--- src/rtl/scs8hd_pgseq_pkg.sv ---
// Shared types and default timings for the scs8hd power-gating sequencer.
package scs8hd_pgseq_pkg;

    typedef enum logic [3:0] {
        ST_OFF     = 4'd0,
        ST_SW_ON   = 4'd1,
        ST_SETTLE  = 4'd2,
        ST_RST_REL = 4'd3,
        ST_ISO_REL = 4'd4,
        ST_ACTIVE  = 4'd5,
        ST_ISO_SET = 4'd6,
        ST_RST_SET = 4'd7,
        ST_SW_OFF  = 4'd8
    } pgseq_state_t;

    localparam int DEF_NGRP       = 4;
    localparam int DEF_STAGE_CYC  = 8;
    localparam int DEF_ISO_CYC    = 2;
    localparam int DEF_SETTLE_MAX = 64;
    localparam int DEF_CW         = 8;

    // OFF and ACTIVE are the only resting states; everything else is a sequence in flight.
    function automatic logic is_idle(input pgseq_state_t s);
        return (s == ST_OFF) || (s == ST_ACTIVE);
    endfunction

endpackage

--- src/rtl/scs8hd_pgseq_sync.sv ---
// Two-flop synchronizer for the asynchronous domain supply-good level.
module scs8hd_pgseq_sync (
    input  logic CLK,
    input  logic RESETB,
    input  logic level,
    output logic level_sync
);

    logic meta;

    always_ff @(posedge CLK or negedge RESETB) begin
        if (!RESETB) begin
            meta       <= 1'b0;
            level_sync <= 1'b0;
        end else begin
            meta       <= level;
            level_sync <= meta;
        end
    end

endmodule

--- src/rtl/scs8hd_pgseq_ctrl.sv ---
// Power-gating sequencer: staged header-switch enables, supply settle, then reset and
// isolation release; the reverse order on power-down. All outputs come straight from flops.
module scs8hd_pgseq_ctrl
    import scs8hd_pgseq_pkg::*;
#(
    parameter int NGRP       = DEF_NGRP,
    parameter int STAGE_CYC  = DEF_STAGE_CYC,
    parameter int ISO_CYC    = DEF_ISO_CYC,
    parameter int SETTLE_MAX = DEF_SETTLE_MAX,
    parameter int CW         = DEF_CW
) (
    input  logic            CLK,
    input  logic            RESETB,
    input  logic            pwr_req,
    output logic            pwr_ack,
    output logic            busy,
    output logic [NGRP-1:0] sw_en,
    output logic            iso_en,
    output logic            dom_resetb,
    input  logic            pwr_good,
    output logic            err,
    input  logic            err_clr
);

    localparam int            GW          = $clog2(NGRP) + 1;
    localparam logic [GW-1:0] GRP_ALL     = GW'(NGRP);
    localparam logic [CW-1:0] STAGE_LAST  = CW'(STAGE_CYC);
    localparam logic [CW-1:0] ISO_LAST    = CW'(ISO_CYC - 1);
    localparam logic [CW-1:0] SETTLE_LAST = CW'(SETTLE_MAX - 1);

    pgseq_state_t    state, state_d;
    logic [CW-1:0]   cnt, cnt_d;
    logic [GW-1:0]   grp, grp_d;
    logic [NGRP-1:0] sw_en_d;
    logic            iso_en_d;
    logic            dom_resetb_d;
    logic            pwr_ack_d;
    logic            err_set;
    logic            step;
    logic            pwr_good_sync;

    scs8hd_pgseq_sync u_good_sync (
        .CLK        (CLK),
        .RESETB     (RESETB),
        .level      (pwr_good),
        .level_sync (pwr_good_sync)
    );

    always_ff @(posedge CLK or negedge RESETB) begin
        if (!RESETB) begin
            state      <= ST_OFF;
            cnt        <= '0;
            grp        <= '0;
            sw_en      <= '0;
            iso_en     <= 1'b1;
            dom_resetb <= 1'b0;
            pwr_ack    <= 1'b0;
            busy       <= 1'b0;
            err        <= 1'b0;
        end else begin
            state      <= state_d;
            cnt        <= cnt_d;
            grp        <= grp_d;
            sw_en      <= sw_en_d;
            iso_en     <= iso_en_d;
            dom_resetb <= dom_resetb_d;
            pwr_ack    <= pwr_ack_d;
            busy       <= !is_idle(state);
            err        <= err_set | (err & ~err_clr);
        end
    end

    // Switch steps fire on the entry cycle and then every STAGE_CYC cycles; grp counts conducting groups.
    always_comb begin
        state_d      = state;
        cnt_d        = (cnt == '1) ? cnt : cnt + 1'b1;
        grp_d        = grp;
        sw_en_d      = sw_en;
        iso_en_d     = iso_en;
        dom_resetb_d = dom_resetb;
        pwr_ack_d    = pwr_ack;
        err_set      = 1'b0;
        step         = (cnt == '0) || (cnt == STAGE_LAST);

        case (state)
            ST_OFF: begin
                if (pwr_req && !err) state_d = ST_SW_ON;
            end
            ST_SW_ON: begin
                if (step) begin
                    if (grp == GRP_ALL) begin
                        state_d = ST_SETTLE;
                    end else begin
                        sw_en_d = (sw_en << 1) | NGRP'(1);
                        grp_d   = grp + 1'b1;
                        cnt_d   = CW'(1);
                    end
                end
            end
            // The entry cycle is a blanking cycle; pwr_good is trusted from the second cycle on.
            ST_SETTLE: begin
                if (pwr_good_sync && (cnt != '0)) begin
                    state_d = ST_RST_REL;
                end else if (cnt == SETTLE_LAST) begin
                    err_set = 1'b1;
                    state_d = ST_SW_OFF;
                end
            end
            ST_RST_REL: begin
                dom_resetb_d = 1'b1;
                if (cnt == ISO_LAST) state_d = ST_ISO_REL;
            end
            ST_ISO_REL: begin
                iso_en_d = 1'b0;
                state_d  = ST_ACTIVE;
            end
            ST_ACTIVE: begin
                pwr_ack_d = 1'b1;
                if (!pwr_good_sync) begin
                    err_set = 1'b1;
                    state_d = ST_ISO_SET;
                end else if (!pwr_req) begin
                    state_d = ST_ISO_SET;
                end
            end
            ST_ISO_SET: begin
                iso_en_d  = 1'b1;
                pwr_ack_d = 1'b0;
                if (cnt == ISO_LAST) state_d = ST_RST_SET;
            end
            ST_RST_SET: begin
                dom_resetb_d = 1'b0;
                if (cnt == ISO_LAST) state_d = ST_SW_OFF;
            end
            ST_SW_OFF: begin
                if (grp == '0) begin
                    state_d = ST_OFF;
                end else if (step) begin
                    sw_en_d = sw_en >> 1;
                    grp_d   = grp - 1'b1;
                    cnt_d   = CW'(1);
                end
            end
            default: begin
                state_d = ST_OFF;
            end
        endcase

        if (state_d != state) cnt_d = '0;
    end

endmodule
--- config.mk ---
export PLATFORM = sky130hd
export DESIGN_NAME = scs8hd_pgseq_ctrl
export DESIGN_NICKNAME = d
export VERILOG_FILES = /design/src/rtl/scs8hd_pgseq_pkg.sv /design/src/rtl/scs8hd_pgseq_sync.sv /design/src/rtl/scs8hd_pgseq_ctrl.sv
export SDC_FILE = /design/constraint.sdc
export NUM_CORES = 1
export LEC_CHECK = 0
export CAP_MARGIN = 20
export CORE_MARGIN = 3
export CORE_UTILIZATION = 30
export DETAILED_ROUTE_END_ITERATION = 12
export SYNTH_ARGS = -nofsm -noshare
export SYNTH_HDL_FRONTEND = slang
export SYNTH_SLANG_ARGS = --single-unit
--- constraint.sdc ---
create_clock -name CLK -period 2.1 [get_ports CLK]
set_clock_uncertainty 0.05 [all_clocks]
set_input_delay 0.315 -clock CLK [delete_from_list [all_inputs] [get_ports CLK]]
set_output_delay 0.315 -clock CLK [all_outputs]
set_load 0.02 [all_outputs]
; ---- Yosys cells after proc, flatten, opt, wreduce, memory -nomap -nowiden
; Index checks and enable logic that the tools add are counted.
[totals]
wordCells = 86
in_bits = 5
register_bits = 26
out_inout_bits = 9
[op_classes]
bitwise_logic = 3
addsub = 3
mux = 36
n_reduce_logical = 15
n_eq_ne = 18
[ops]
columns = cell, n
row1 = $mux 4, 15
row2 = $mux 8, 6
row3 = $pmux 4 s9, 1
row4 = $eq 4x3->1 const B, 4
row5 = $pmux 8 s2, 1
row6 = $mux 3, 4
row7 = $add 8x1->8 const B, 1
row8 = $eq 4x2->1 const B, 2
row9 = $eq 8x1->1 const B, 1
row10 = $eq 8x4->1 const B, 1
row11 = $eq 8x6->1 const B, 1
row12 = $eq 8x8->1 const B, 1
row13 = $logic_not 8->1, 1
row14 = $ne 2x2->1 const B, 4
row15 = $pmux 1 s2, 4
row16 = $pmux 4 s2, 1
row17 = $reduce_bool 2->1, 4
row18 = $reduce_bool 8->1, 1
row19 = $pmux 3 s2, 1
row20 = $reduce_and 5->1, 1
row21 = $eq 4x1->1 const B, 1
row22 = $eq 4x4->1 const B, 1
row23 = $logic_not 4->1, 1
row24 = $ne 4x4->1, 1
row25 = other kinds (11), 16

; ---- Longest topological paths before layout
[logic_depth]
depth_word = 6
ltp_mapped = 8
depth_no_buf = 7

; ---- Hierarchy
; Synthesis repeated with hierarchy kept, for this count alone.
[unflattened]
cells_unflattened = 159
hier_area_um2 = 1502.7
[modules_own_cells]
columns = mod, area_per_inst_um2, instances, cells_each, seq_area_each_um2
row1 = scs8hd_pgseq_ctrl, 1452.6, 1, 157, 601.8
row2 = scs8hd_pgseq_sync, 50.0, 1, 2, 50.0

; ---- Worst setup path after synthesis
; OpenSTA, ideal clock, no wires.
[synth_timing]
path_kind = flip-flop to flip-flop
start = register cnt[0]
end = register cnt[1]
arrival_time_ns = 2.080
required_time_ns = 1.945
path_buffers = 0
stages_incl_launch_ff = 8
slack_ns = -0.135
setup_ns = 0.105
synth_period_minus_slack_ns = 2.235
cell_sequence = dfrtp_1 inv_1 ha_1 or4b_4 o41ai_2 o2111ai_1 mux2i_2 nor4b_1
[synth_via]
elab_chain_len = 6
word_cells_on_any_way = 24
classes_between = 1 x add/sub / 5 x eq/ne / 14 x mux / 4 x reduce/logical
[synth_lines]
columns = item, line_no
row1 = start: declaration, scs8hd_pgseq_ctrl.sv:32  ; logic [CW-1:0] cnt, cnt_d;
row2 = start signal: assignment, scs8hd_pgseq_ctrl.sv:62  ; cnt <= cnt_d;
row3 = $add 8x1->8 (tied with other cells), scs8hd_pgseq_ctrl.sv:76  ; cnt_d = (cnt == '1) ? cnt : cnt + 1'b1;
row4 = $mux 8 (tied with other cells), scs8hd_pgseq_ctrl.sv:76
row5 = $mux 8 (tied with other cells), scs8hd_pgseq_ctrl.sv:138  ; end else if (step) begin
row6 = $mux 8 (tied with other cells), scs8hd_pgseq_ctrl.sv:136  ; if (grp == '0) begin
row7 = $pmux 8 s2 / $ne 4x4->1 (equally long branches), "scs8hd_pgseq_ctrl.sv:85, scs8hd_pgseq_ctrl.sv:149"
row8 = $mux 8 (*), scs8hd_pgseq_ctrl.sv:149  ; if (state_d != state) cnt_d = '0;
row9 = named net cnt_d[1], scs8hd_pgseq_ctrl.sv:32
; The timed path passes the listed nets; every way through them passes the cells marked *.
; A chain may end at the register's enable or synchronous reset.

; ---- Worst setup path after layout
[layout_timing]
start = register cnt[1]
end = register cnt[1]
; Same word-level chain as after synthesis.

==> flow_metrics.py <==
metrics = {
    "status": {
        "outcome": "finished, violations left",
        "failed_checks": "negative setup slack",
    },
    "die": {
        "die_area_sq_um": 5810,
        "initial_utilization_pct": 32.4,
        "core.rowCount": 24,
        "placeableCoreArea_sq_um": 4560,
        "die_w_um": 76.2,
        "design.portCount": 14,
        "floorplan.die.height_um": 76.2,
    },
    "logic_synthesis": {
        "ys_async_sr_fraction_pct": 100,
        "synth-seq-cells": 26,
        "synth_fp_nets": 164,
        "dominantRegCellSynth": "sky130_fd_sc_hd__dfrtp_1",
        "syn_area_sq_um": 1480,
        "synth-seq-area-share_pct": 44.1,
        "yosysWarningCount": 0,
        "synth_edf_count": 0,
        "synth.avg_cell_area_sq_um": 9.54,
        "gate_count_after_technology_mapping": 155,
        "post_synth_num_cell_types": 45,
    },
    "worst_setup_path": {
        "worstPathArrival_ps": 2380,
        "timing.critical_path.to_type": "flop",
        "critical_path.max_stage_delay_ps": 480,
        "crit_path_start_kind": "flop",
        "setup.worst_path.start": "cnt[1]$_DFF_PN0_",
        "slowest_stage": "sky130_fd_sc_hd__or4b_4",
        "path_delay_family": "simple AND/OR/NAND/NOR gates",
        "worstPathRequired_ps": 2220,
        "r2r-start": "cnt[1]$_DFF_PN0_",
        "crit_buf_inv": 1,
        "critical_path_class": "flop to flop",
        "critical_path.cell_chain": "inv_2 > ha_1 > or4b_4 > o41ai_4 > o2111ai_2 > mux2i_4 > nor4b_2",
        "maximum_fanout_along_the_worst_path": 8,
    },
    "grt": {
        "track_usage_pct": 12.5,
        "antenna_found_initial": 0,
        "overflow": 0,
        "grt_first_pass_wirelength_um": 5900,
        "grt_max_degree": 27,
        "grt_pass1_vias": 1300,
    },
    "clocking": {
        "cts-root-buf": "sky130_fd_sc_hd__clkbuf_8",
        "cts_tree": "yes",
        "hold_buffers": 0,
        "worst_setup_hold_path_clk_slew_ps": 80,
        "tritoncts_num_sinks": 26,
        "htree_depth": 1,
        "maximum_number_of_buffers_from_clock_root_to_sink": 2,
        "worstSkewPairLatency_ps": 270,
        "number_of_clock_buffers_inserted_by_tritoncts": 3,
    },
    "place": {
        "total_placed_instance_area_sq_um": 1880,
        "gp_routability_congestion": 0.867,
        "dpl.cell_count": 250,
        "preCtsSetupSlack_ps": -321,
        "placement.io_buffers": 13,
        "detailed_place_hpwl_um": 2440,
    },
    "finish": {
        "commonest_non_fill_non_tap_cell_in_the_layout": "sky130_fd_sc_hd__buf_4",
        "mostFrequentLayoutCells": "sky130_fd_sc_hd__buf_4, sky130_fd_sc_hd__dfrtp_1, sky130_fd_sc_hd__clkdlybuf4s50_1",
        "finalInstanceArea_sq_um": 2040,
        "layout.filler_cells": 442,
        "fraction_of_final_layout_cells_with_drive_strength_greater_than_1_pct": 27.2,
        "fin_cells": 260,
        "antenna_cells_inserted": 0,
        "final_nets": 205,
        "area.growth.synth_to_final_pct": 38.0,
    },
    "min_path": {
        "startpoint_of_the_tightest_hold_check_path": "u_good_sync.meta$_DFF_PN0_",
        "hold_path_class": "flop to flop",
    },
    "routing": {
        "average_wire_length_per_cell_after_detail_routing_um": 12.8,
        "dr.pass1.iters": 4,
        "routed-via-count": 1264,
        "wirelength_um": 3320,
        "post_drt_via_cell_ratio": 4.86,
        "detailedRoute.firstIterationViolations": 46,
        "ant_nets": 0,
        "drc": 0,
    },
    "timing": {
        "worst-slew-pin-transition_ps": 487,
        "setup_tns_ps": -950,
        "fin_ws_ps": -158,
        "hold_viol_final": 0,
        "period_needed_ps": 2260,
        "rsz_0062_raised_after_global_routing": "yes",
        "min_period_over_period_pct": 108,
        "setup_violations": 8,
        "highest_attainable_clock_frequency_ghz": 0.443,
        "max_slew_margin_pct": 67.5,
        "final_max_slew_viol_count": 0,
    },
    "power_and_ir_drop": {
        "power_per_cell_area_nw_per_um2": 1410,
        "peakVddDrop_uv": 606,
        "power.leakage_nw": 0.871,
        "power_w": 0.00287,
    },
    "job": {
        "maxCapViolations": 0,
    },
}
[synthesized netlist by cell type, types with 4 or more instances]
library cell	n	area share [%]
sky130_fd_sc_hd__nand2_1	12	3.0
sky130_fd_sc_hd__a21oi_1	6	2.0
sky130_fd_sc_hd__dfrtp_1	25	42
sky130_fd_sc_hd__nor2_1	12	3.0
sky130_fd_sc_hd__and3_1	4	1.7
sky130_fd_sc_hd__xor2_1	5	3.0
sky130_fd_sc_hd__nand3_1	6	2.0
sky130_fd_sc_hd__o21ai_0	4	1.4
sky130_fd_sc_hd__nand4_1	4	1.7
sky130_fd_sc_hd__inv_1	7	1.8
sky130_fd_sc_hd__o21ai_1	11	3.7
sky130_fd_sc_hd__clkbuf_1	7	1.8
sky130_fd_sc_hd__nor2b_1	4	1.7
sky130_fd_sc_hd__nor3_1	6	2.0
[routing by layer]
metal	global-route usage (%)	vias to the layer above	part of all wire, %
met5	0	-	0
met4	4.17	0	0.81
met3	3.43	4	3.5
met2	20.6	21	49
met1	15.7	601	47
li1	-	638	-
[report_power, final]
group          switching, W  internal, W
clock              0.000154     0.000168
combinational      0.000847     0.000855
sequential         0.000174     0.000669
[through the flow]
stage / util, % / hold slack, ps
after floorplan: - / -30.6
after global placement: 41.1 / 290
after detailed placement: 41.1 / 290
after CTS: 43.4 / 311
after global routing: 44.7 / 335
final: 44.7 / 305
[worst reg2reg max path: stages (launching register included)]
cell                        delay (ps)
sky130_fd_sc_hd__dfrtp_1           400
sky130_fd_sc_hd__inv_2              70
sky130_fd_sc_hd__ha_1              120
sky130_fd_sc_hd__or4b_4            490
sky130_fd_sc_hd__o41ai_4           250
sky130_fd_sc_hd__o2111ai_2         240
sky130_fd_sc_hd__mux2i_4           290
sky130_fd_sc_hd__nor4b_2           250
[kinds of logic (layout without fill, tap and decap cells)]
kind of cell	after synthesis	in the layout	share of synthesized area, %
muxes	5	5	3.72
AOI/OAI and AO/OA	35	35	15.6
adders and majority gates	4	4	3.89
and+or+nand+nor	62	62	24.2
xor gates and xnor gates	8	8	4.74
buffers and inverters	15	55	3.81
DFF	26	26	44.1
[registers in the layout (all words and copies together) (netlist names)]
name and cells:
grp 3, cnt 8, sw_en 4, u_good_sync.level_sync 1, state 4, busy 1
dom_resetb 1, pwr_ack 1, u_good_sync.meta 1, err 1, iso_en 1
[final timing paths]
kind | slack, ps | end | cells after the start
setup / recovery | -160 | cnt[1]$_DFF_PN0_ | 7
hold / removal | 300 | u_good_sync.level_sync$_DFF_PN0_ | 0
setup reg to reg | -160 | cnt[1]$_DFF_PN0_ | 7
hold reg to reg | 300 | u_good_sync.level_sync$_DFF_PN0_ | 0
max in group asynchronous | 1350 | iso_en$_DFFE_PN1P_ | 2
min in group asynchronous | 360 | cnt[6]$_DFF_PN0_ | 2
[final cells by class]
cell class	instances	area, sq um	area share, %
Timing Repair Buffer	43	355	17.4
Multi-Input combinational cell	114	867	42.5
Sequential cell	26	652	31.9
Inverter	8	30.0	1.47
Tap cell	65	81.3	3.99
Clock buffer	4	55.1	2.70
[repair_timing]
action	CTS	global route
hold endpoints to repair	0	0
endpoints found under the setup margin	8	15
cloned	0	0
setup buffers	3	3
pin swaps	5	3
resized for setup	5	6
Power figures use the tool's default switching activity.
